--- src/rtl/fp_seq_pkg.sv ---
// Shared types and helpers for the floating-point operand sequencer.
// Holds the FSM state encoding plus format-width and quiet-NaN helpers.
package fp_seq_pkg;

    localparam int MAX_FW = 128;

    typedef enum logic [2:0] {
        IDLE,
        FETCH,
        LOAD,
        ISSUE,
        WAIT,
        STORE
    } seq_state_t;

    function automatic int fw(input int exp_w, input int man_w);
        return 1 + exp_w + man_w;
    endfunction

    // Sign 0, exponent all ones, mantissa MSB set, remaining bits clear.
    function automatic logic [MAX_FW-1:0] qnan(input int exp_w, input int man_w);
        logic [MAX_FW-1:0] q;
        q = ((MAX_FW'(1) << exp_w) - MAX_FW'(1)) << man_w;
        q = q | (MAX_FW'(1) << (man_w - 1));
        return q;
    endfunction

endpackage

--- src/rtl/fp_mult_sequencer_if.sv ---
// Operand memory, multiplier handshake and result stream of the sequencer.
// master = sequencer side, slave = memory / multiplier / consumer side.
interface fp_mult_sequencer_if #(
    parameter int FW = 32,
    parameter int AW = 4
);
    logic [AW-1:0] op_addr;
    logic [FW-1:0] op_a;
    logic [FW-1:0] op_b;
    logic          mult_start;
    logic [FW-1:0] mult_a;
    logic [FW-1:0] mult_b;
    logic [FW-1:0] mult_product;
    logic          mult_done;
    logic [FW-1:0] res_data;
    logic [AW-1:0] res_idx;
    logic          res_valid;
    logic          res_ready;

    modport master (
        output op_addr, mult_start, mult_a, mult_b, res_data, res_idx, res_valid,
        input  op_a, op_b, mult_product, mult_done, res_ready
    );

    modport slave (
        input  op_addr, mult_start, mult_a, mult_b, res_data, res_idx, res_valid,
        output op_a, op_b, mult_product, mult_done, res_ready
    );
endinterface

--- src/rtl/fp_result_fifo.sv ---
// Count-based result FIFO; head entry is presented straight from storage.
// Storage is reset so the head reads zero after reset.
module fp_result_fifo #(
    parameter int W     = 36,
    parameter int DEPTH = 4
) (
    input  logic         clk,
    input  logic         rst_n,
    input  logic         push,
    input  logic [W-1:0] push_data,
    input  logic         pop,
    output logic [W-1:0] head,
    output logic         valid,
    output logic         full
);
    localparam int PW = $clog2(DEPTH);

    logic [W-1:0]  mem [DEPTH];
    logic [PW-1:0] rd_ptr;
    logic [PW-1:0] wr_ptr;
    logic [PW:0]   count;
    logic          do_push;
    logic          do_pop;

    assign do_push = push && !full;
    assign do_pop  = pop && valid;

    always_ff @(posedge clk or negedge rst_n) begin
        if (!rst_n) begin
            for (int i = 0; i < DEPTH; i++) mem[i] <= '0;
            rd_ptr <= '0;
            wr_ptr <= '0;
            count  <= '0;
        end else begin
            if (do_push) begin
                mem[wr_ptr] <= push_data;
                wr_ptr      <= wr_ptr + 1'b1;
            end
            if (do_pop) rd_ptr <= rd_ptr + 1'b1;
            case ({do_push, do_pop})
                2'b10:   count <= count + 1'b1;
                2'b01:   count <= count - 1'b1;
                default: count <= count;
            endcase
        end
    end

    assign head  = mem[rd_ptr];
    assign valid = (count != '0);
    assign full  = (count == (PW+1)'(DEPTH));
endmodule

--- src/rtl/fp_mult_sequencer.sv ---
// Walks operand pairs through an external multiplier and queues the products.
// Optional SEQ_TIMEOUT_EN bounds WAIT and substitutes quiet NaN on expiry.
//
// state | meaning
// IDLE  | waiting for go
// FETCH | operand memory read in flight
// LOAD  | capture operands into mult_a/mult_b
// ISSUE | one-cycle mult_start
// WAIT  | waiting for mult_done (or timeout)
// STORE | push {product, index}; stall while FIFO full
module fp_mult_sequencer
    import fp_seq_pkg::*;
#(
    parameter int EXP_W     = 8,
    parameter int MAN_W     = 23,
    parameter int DEPTH     = 16,
    parameter int RES_DEPTH = 4,
    parameter int TIMEOUT   = 255
) (
    input  logic clk,
    input  logic reset,
    input  logic go,
    input  logic loop_mode,
    input  logic stop,
    output logic busy,
    output logic run_done,
    output logic err_timeout,
    fp_mult_sequencer_if.master bus
);
    localparam int            FW   = fw(EXP_W, MAN_W);
    localparam int            AW   = (DEPTH > 1) ? $clog2(DEPTH) : 1;
    localparam logic [AW-1:0] LAST = AW'(DEPTH - 1);

    seq_state_t       state;
    seq_state_t       state_nxt;
    logic [AW-1:0]    addr;
    logic [FW-1:0]    opa_q;
    logic [FW-1:0]    opb_q;
    logic [FW-1:0]    prod_q;
    logic [FW+AW-1:0] head;
    logic             fifo_full;
    logic             push;
    logic             last_entry;
    logic             timed_out;
    logic [FW-1:0]    tmo_value;

`ifdef SEQ_TIMEOUT_EN
    localparam int TW = (TIMEOUT > 1) ? $clog2(TIMEOUT + 1) : 1;

    logic [TW-1:0] tmr;

    // Loaded in ISSUE so the first WAIT cycle already counts.
    always_ff @(posedge clk or negedge reset) begin
        if (!reset)                         tmr <= '0;
        else if (state == ISSUE)            tmr <= TW'(TIMEOUT - 1);
        else if (state == WAIT && tmr != '0) tmr <= tmr - 1'b1;
    end

    assign timed_out = (state == WAIT) && !bus.mult_done && (tmr == '0);
    assign tmo_value = FW'(qnan(EXP_W, MAN_W));

    always_ff @(posedge clk or negedge reset) begin
        if (!reset)                    err_timeout <= 1'b0;
        else if (state == IDLE && go)  err_timeout <= 1'b0;
        else if (timed_out)            err_timeout <= 1'b1;
    end
`else
    localparam int unused_timeout = TIMEOUT;

    assign timed_out   = 1'b0;
    assign tmo_value   = '0;
    assign err_timeout = 1'b0;
`endif

    assign last_entry = stop || (addr == LAST && !loop_mode);
    assign push       = (state == STORE) && !fifo_full;

    always_ff @(posedge clk or negedge reset) begin
        if (!reset) state <= IDLE;
        else        state <= state_nxt;
    end

    always_comb begin
        state_nxt = state;
        case (state)
            IDLE:    if (go) state_nxt = FETCH;
            FETCH:   state_nxt = LOAD;
            LOAD:    state_nxt = ISSUE;
            ISSUE:   state_nxt = WAIT;
            WAIT:    if (bus.mult_done || timed_out) state_nxt = STORE;
            STORE:   if (!fifo_full) state_nxt = last_entry ? IDLE : FETCH;
            default: state_nxt = IDLE;
        endcase
    end

    always_comb begin
        bus.mult_start = (state == ISSUE);
        busy           = (state != IDLE);
    end

    always_ff @(posedge clk or negedge reset) begin
        if (!reset) begin
            addr     <= '0;
            opa_q    <= '0;
            opb_q    <= '0;
            prod_q   <= '0;
            run_done <= 1'b0;
        end else begin
            run_done <= push && last_entry;
            case (state)
                IDLE:  if (go) addr <= '0;
                LOAD: begin
                    opa_q <= bus.op_a;
                    opb_q <= bus.op_b;
                end
                WAIT: begin
                    if (bus.mult_done)  prod_q <= bus.mult_product;
                    else if (timed_out) prod_q <= tmo_value;
                end
                STORE: if (push && !last_entry) addr <= (addr == LAST) ? '0 : addr + 1'b1;
                default: ;
            endcase
        end
    end

    assign bus.op_addr = addr;
    assign bus.mult_a  = opa_q;
    assign bus.mult_b  = opb_q;

    fp_result_fifo #(
        .W     (FW + AW),
        .DEPTH (RES_DEPTH)
    ) u_fifo (
        .clk       (clk),
        .rst_n     (reset),
        .push      (push),
        .push_data ({prod_q, addr}),
        .pop       (bus.res_ready),
        .head      (head),
        .valid     (bus.res_valid),
        .full      (fifo_full)
    );

    assign bus.res_data = head[FW+AW-1:AW];
    assign bus.res_idx  = head[AW-1:0];
endmodule
--- src/flat_wrapper.sv ---
// flat-port wrapper written by rule: the top's interface ports become plain ports
module fp_mult_sequencer_flat import fp_seq_pkg::*;
#(
    parameter int EXP_W     = 8,
    parameter int MAN_W     = 23,
    parameter int DEPTH     = 16,
    parameter int RES_DEPTH = 4,
    parameter int TIMEOUT   = 255
)
  (clk, reset, go, loop_mode, stop, busy, run_done, err_timeout, bus_op_addr, bus_mult_start, bus_mult_a, bus_mult_b, bus_res_data, bus_res_idx, bus_res_valid, bus_op_a, bus_op_b, bus_mult_product, bus_mult_done, bus_res_ready);
  fp_mult_sequencer_if bus_i ();
  input  logic clk;
  input  logic reset;
  input  logic go;
  input  logic loop_mode;
  input  logic stop;
  output logic busy;
  output logic run_done;
  output logic err_timeout;
  output wire logic [$bits(bus_i.op_addr)-1:0] bus_op_addr;
  output wire logic [$bits(bus_i.mult_start)-1:0] bus_mult_start;
  output wire logic [$bits(bus_i.mult_a)-1:0] bus_mult_a;
  output wire logic [$bits(bus_i.mult_b)-1:0] bus_mult_b;
  output wire logic [$bits(bus_i.res_data)-1:0] bus_res_data;
  output wire logic [$bits(bus_i.res_idx)-1:0] bus_res_idx;
  output wire logic [$bits(bus_i.res_valid)-1:0] bus_res_valid;
  input wire logic [$bits(bus_i.op_a)-1:0] bus_op_a;
  input wire logic [$bits(bus_i.op_b)-1:0] bus_op_b;
  input wire logic [$bits(bus_i.mult_product)-1:0] bus_mult_product;
  input wire logic [$bits(bus_i.mult_done)-1:0] bus_mult_done;
  input wire logic [$bits(bus_i.res_ready)-1:0] bus_res_ready;
  assign bus_op_addr = bus_i.op_addr;
  assign bus_mult_start = bus_i.mult_start;
  assign bus_mult_a = bus_i.mult_a;
  assign bus_mult_b = bus_i.mult_b;
  assign bus_res_data = bus_i.res_data;
  assign bus_res_idx = bus_i.res_idx;
  assign bus_res_valid = bus_i.res_valid;
  assign bus_i.op_a = bus_op_a;
  assign bus_i.op_b = bus_op_b;
  assign bus_i.mult_product = bus_mult_product;
  assign bus_i.mult_done = bus_mult_done;
  assign bus_i.res_ready = bus_res_ready;
  fp_mult_sequencer #(.EXP_W(EXP_W), .MAN_W(MAN_W), .DEPTH(DEPTH), .RES_DEPTH(RES_DEPTH), .TIMEOUT(TIMEOUT)) u_core (.clk(clk), .reset(reset), .go(go), .loop_mode(loop_mode), .stop(stop), .busy(busy), .run_done(run_done), .err_timeout(err_timeout), .bus(bus_i));
endmodule
--- config.mk ---
export PLATFORM = sky130hd
export DESIGN_NAME = fp_mult_sequencer_flat
export DESIGN_NICKNAME = d
export VERILOG_FILES = /design/src/rtl/fp_seq_pkg.sv /design/src/rtl/fp_mult_sequencer_if.sv /design/src/rtl/fp_result_fifo.sv /design/src/rtl/fp_mult_sequencer.sv /design/src/flat_wrapper.sv
export SDC_FILE = /design/constraint.sdc
export NUM_CORES = 1
export LEC_CHECK = 0
export CAP_MARGIN = 20
export CORE_UTILIZATION = 35
export DETAILED_ROUTE_END_ITERATION = 7
export MAX_ROUTING_LAYER = met4
export PLACE_DENSITY_LB_ADDON = 0.08
export RECOVER_POWER = 100
export SLEW_MARGIN = 20
export SYNTH_ARGS = -nofsm -noshare
export SYNTH_HDL_FRONTEND = slang
export SYNTH_HIERARCHICAL = 1
export SYNTH_SLANG_ARGS = --single-unit
--- constraint.sdc ---
create_clock -name clk -period 6.5 [get_ports clk]
set_input_delay 0.65 -clock clk [delete_from_list [all_inputs] [get_ports clk]]
set_output_delay 0.65 -clock clk [all_outputs]
set_load 0.005 [all_outputs]
==> flow_summary.json <==
{
  "cts_resized": 0,
  "crit_path_end_kind": "flip-flop",
  "drive_above_1_share_pct": 37.6,
  "antenna_cells": 0,
  "critPathRequiredTime_ns": 6.91,
  "power_per_cell_area_mw_per_mm2": 458,
  "post_cts_buffers": 0,
  "avgSynthCellArea_um2": 16.8,
  "num_io_pins": 212,
  "async_flop_share_pct": 100,
  "cp_cell_sequence": "nand3b_1, nor2_1, nand2_1, nor2_1, clkbuf_1, mux2_2",
  "h-tree-depth": 1,
  "die_w_um": 177,
  "area_growth_pct": 30.7,
  "finalClockSkew_ns": 0.0112,
  "drv_slew": 419,
  "violations": "capacitance limit, slew limit",
  "grt.busiest_layer": "met2",
  "path_class": "flip-flop to flip-flop",
  "min_from": "u_core/bus.mult_a[2]$_DFFE_PN0P_",
  "synth.most_common_cell": "dfrtp_1",
  "critPathMaxFanout": 20,
  "cts_buffer_depth": 3,
  "dpl_cell_area_mm2": 0.0131,
  "path_buf_inv": 1,
  "ir_drop_uv": 204,
  "worst_path_max_delay_cell": "nor2_1",
  "setup_violations": 0,
  "netlist_top_cells_count": "dfrtp_1 (255), mux2_2 (239), mux4_2 (36)",
  "leakage_nw": 6.32,
  "synth_area_leaders": "dfrtp_1 (59%), mux2_2 (25%), mux4_2 (7.5%)",
  "cp_slowest_stage_delay_ns": 1.35,
  "design.die.area_mm2": 0.0314,
  "whs_ns": 0.497,
  "firstDrtPassIters": 4,
  "syn_inst": 640,
  "cts-root-buf": "clkbuf_16",
  "synth_cell_types": 41,
  "finalWorstPathRequiredPeriod_ns": 4.60,
  "fin_tns_setup_ns": 0,
  "start_kind": "flip-flop",
  "cts_hold_buf": 0,
  "nets": 968,
  "wl_per_cell_um": 19.8,
  "seq_area_frac_synth_pct": 59.4,
  "first_global_vias": 6984,
  "worst_path_dominant_cell_family": "simple AND/OR/NAND/NOR gates",
  "finalCritPeriodShare_pct": 70.8,
  "drt-initial-drc-count": 239,
  "grtUsageMet3_pct": 2.71,
  "drc": 0,
  "place_congestion": 0.733,
  "rr_startpoint": "u_core/state[1]$_DFFE_PN0P_",
  "dr_total_vias": 6206,
  "yosys_warnings": 6,
  "cts_tree": "built",
  "antenna_found_initial": 0,
  "status": "finished, violations left",
  "ant_nets": 0,
  "synthFlopType": "dfrtp_1",
  "grt_pass1_wl_um": 39900,
  "cp.arrival_ns": 5.01,
  "maxCapViolCount": 11,
  "gr-usage-all-layers_pct": 17.0,
  "start_util_pct": 35.9,
  "viasPerCell": 4.88,
  "numPortBuffers": 210,
  "dp_hpwl_um": 16100,
  "ys_ff_latch": 255,
  "cts_buffers": 29,
  "cp-startpoint": "u_core/state[1]$_DFFE_PN0P_",
  "clk_latency_ns": 0.54,
  "use_met2_pct": 29.6,
  "hold_viol_final": 0,
  "grt_use_met1_pct": 20.1,
  "fin_area_mm2": 0.0140,
  "slew_headroom_pct": -136,
  "clock_sinks": 255,
  "wl_um": 25100,
  "core_mm2": 0.0300,
  "die_h_um": 177,
  "hold_class": "flip-flop to flip-flop",
  "r2r_slack_ns": 1.90,
  "num_rows": 63,
  "path_common_cell": "nor2_1",
  "synthesis.nets": 750,
  "yosys.area.top_type": "dfrtp_1",
  "synth_edf_count": 0,
  "grt_remaining_overflow": 0,
  "synth_top_cell_area_share_pct": 59.4,
  "syn_area_mm2": 0.0107,
  "grt_max_degree": 122,
  "rsz0062_at_grt": "no",
  "max_freq_ghz": 0.217,
  "worst_slew_pin_slew_ns": 3.54,
  "clk_pin_slew_ns": 0.06
}
## logic make-up (layout without fill, tap and decap cells)
family | Yosys count | count (layout) | synth area share [%]
multiplexers | 278 | 278 | 32.9
AO/OA/AOI/OAI | 14 | 14 | 0.920
buffers and inverters | 41 | 282 | 3.33
adder cells (fa/ha/maj) | 7 | 7 | 0.885
XOR/XNOR | 7 | 7 | 0.571
AND/OR/NAND/NOR | 37 | 37 | 1.97
other | 1 | 1 | 0.0349
flip-flops | 255 | 255 | 59.4
## report_power, final
part	leakage [nW]	internal (W)	switching, W
sequential	3.30	0.00223	0.000459
clock	0.500	0.00104	0.000638
combinational	2.52	0.00136	0.000705
total	6.32	0.00463	0.00180
## state kept, by name (all words and copies together) (netlist names), 3 cells and up
name	flops
u_core/bus.mult_a	32
u_core/bus.mult_b	32
u_core/bus.op_addr	4
u_core/prod_q	32
u_core/state	3
u_core/u_fifo/count	3
u_core/u_fifo/mem	144
## layout by cell type (no fill, tap or decap), types with 2 or more instances in the layout
| cell | n |
|---|---|
| dfrtp_1 | 254 |
| mux2_2 | 238 |
| dlygate4sd3_1 | 108 |
| clkdlybuf4s50_1 | 101 |
| mux4_2 | 36 |
| clkbuf_16 | 29 |
| clkbuf_1 | 13 |
| nor2_1 | 13 |
| clkbuf_8 | 9 |
| nand2_1 | 8 |
| inv_1 | 7 |
| ha_1 | 6 |
| clkinv_2 | 5 |
| o21ai_0 | 4 |
| xnor2_1 | 4 |
| bufinv_16 | 3 |
| nor3_1 | 3 |
| nor3b_1 | 3 |
| mux2_1 | 3 |
| buf_4 | 3 |
| xor2_1 | 3 |
| clkbuf_2 | 2 |
| or3_1 | 2 |
| o31a_1 | 2 |
| a21oi_1 | 2 |
## final cells by class
cell class,count,area (um^2)
Inverter,7,26.3
Sequential cell,255,6380
Clock buffer,44,872
Clock inverter,10,133
Tap cell,390,488
Timing Repair Buffer,221,2150
Fill cell,2595,15900
Multi-Input combinational cell,344,3990
## worst paths after layout
path	end	depth (start not counted)
max reg2reg	u_core/u_fifo/mem[52]$_DFFE_PN0P_	6
max	u_core/u_fifo/mem[52]$_DFFE_PN0P_	6
max in group asynchronous	u_core/bus.mult_a[12]$_DFFE_PN0P_	2
min	u_core/bus.mult_a[2]$_DFFE_PN0P_	1
min in group asynchronous	u_core/bus.mult_a[5]$_DFFE_PN0P_	1
min reg2reg	u_core/bus.mult_a[2]$_DFFE_PN0P_	1
## metrics by stage
| step | setup WS [ns] | power, W | util, % | cells |
|---|---|---|---|---|
| floorplan | 4.17 | 0.00387 | - | 640 |
| global placement | 3.37 | 0.00486 | 43.8 | 1216 |
| detailed placement | 3.35 | 0.00496 | 43.8 | 1216 |
| CTS | 2.77 | 0.00669 | 47.1 | 1270 |
| global route | 1.61 | 0.00684 | 46.9 | 1271 |
| finish | 1.90 | 0.00643 | 46.9 | 1271 |
## metal layers
layer / routed length, um / share of wire, %
met3: 915 / 3.6
met2: 13200 / 52
met4: 703 / 2.8
met1: 10300 / 41
met5: 0 / 0
Power figures use the tool's default switching activity.
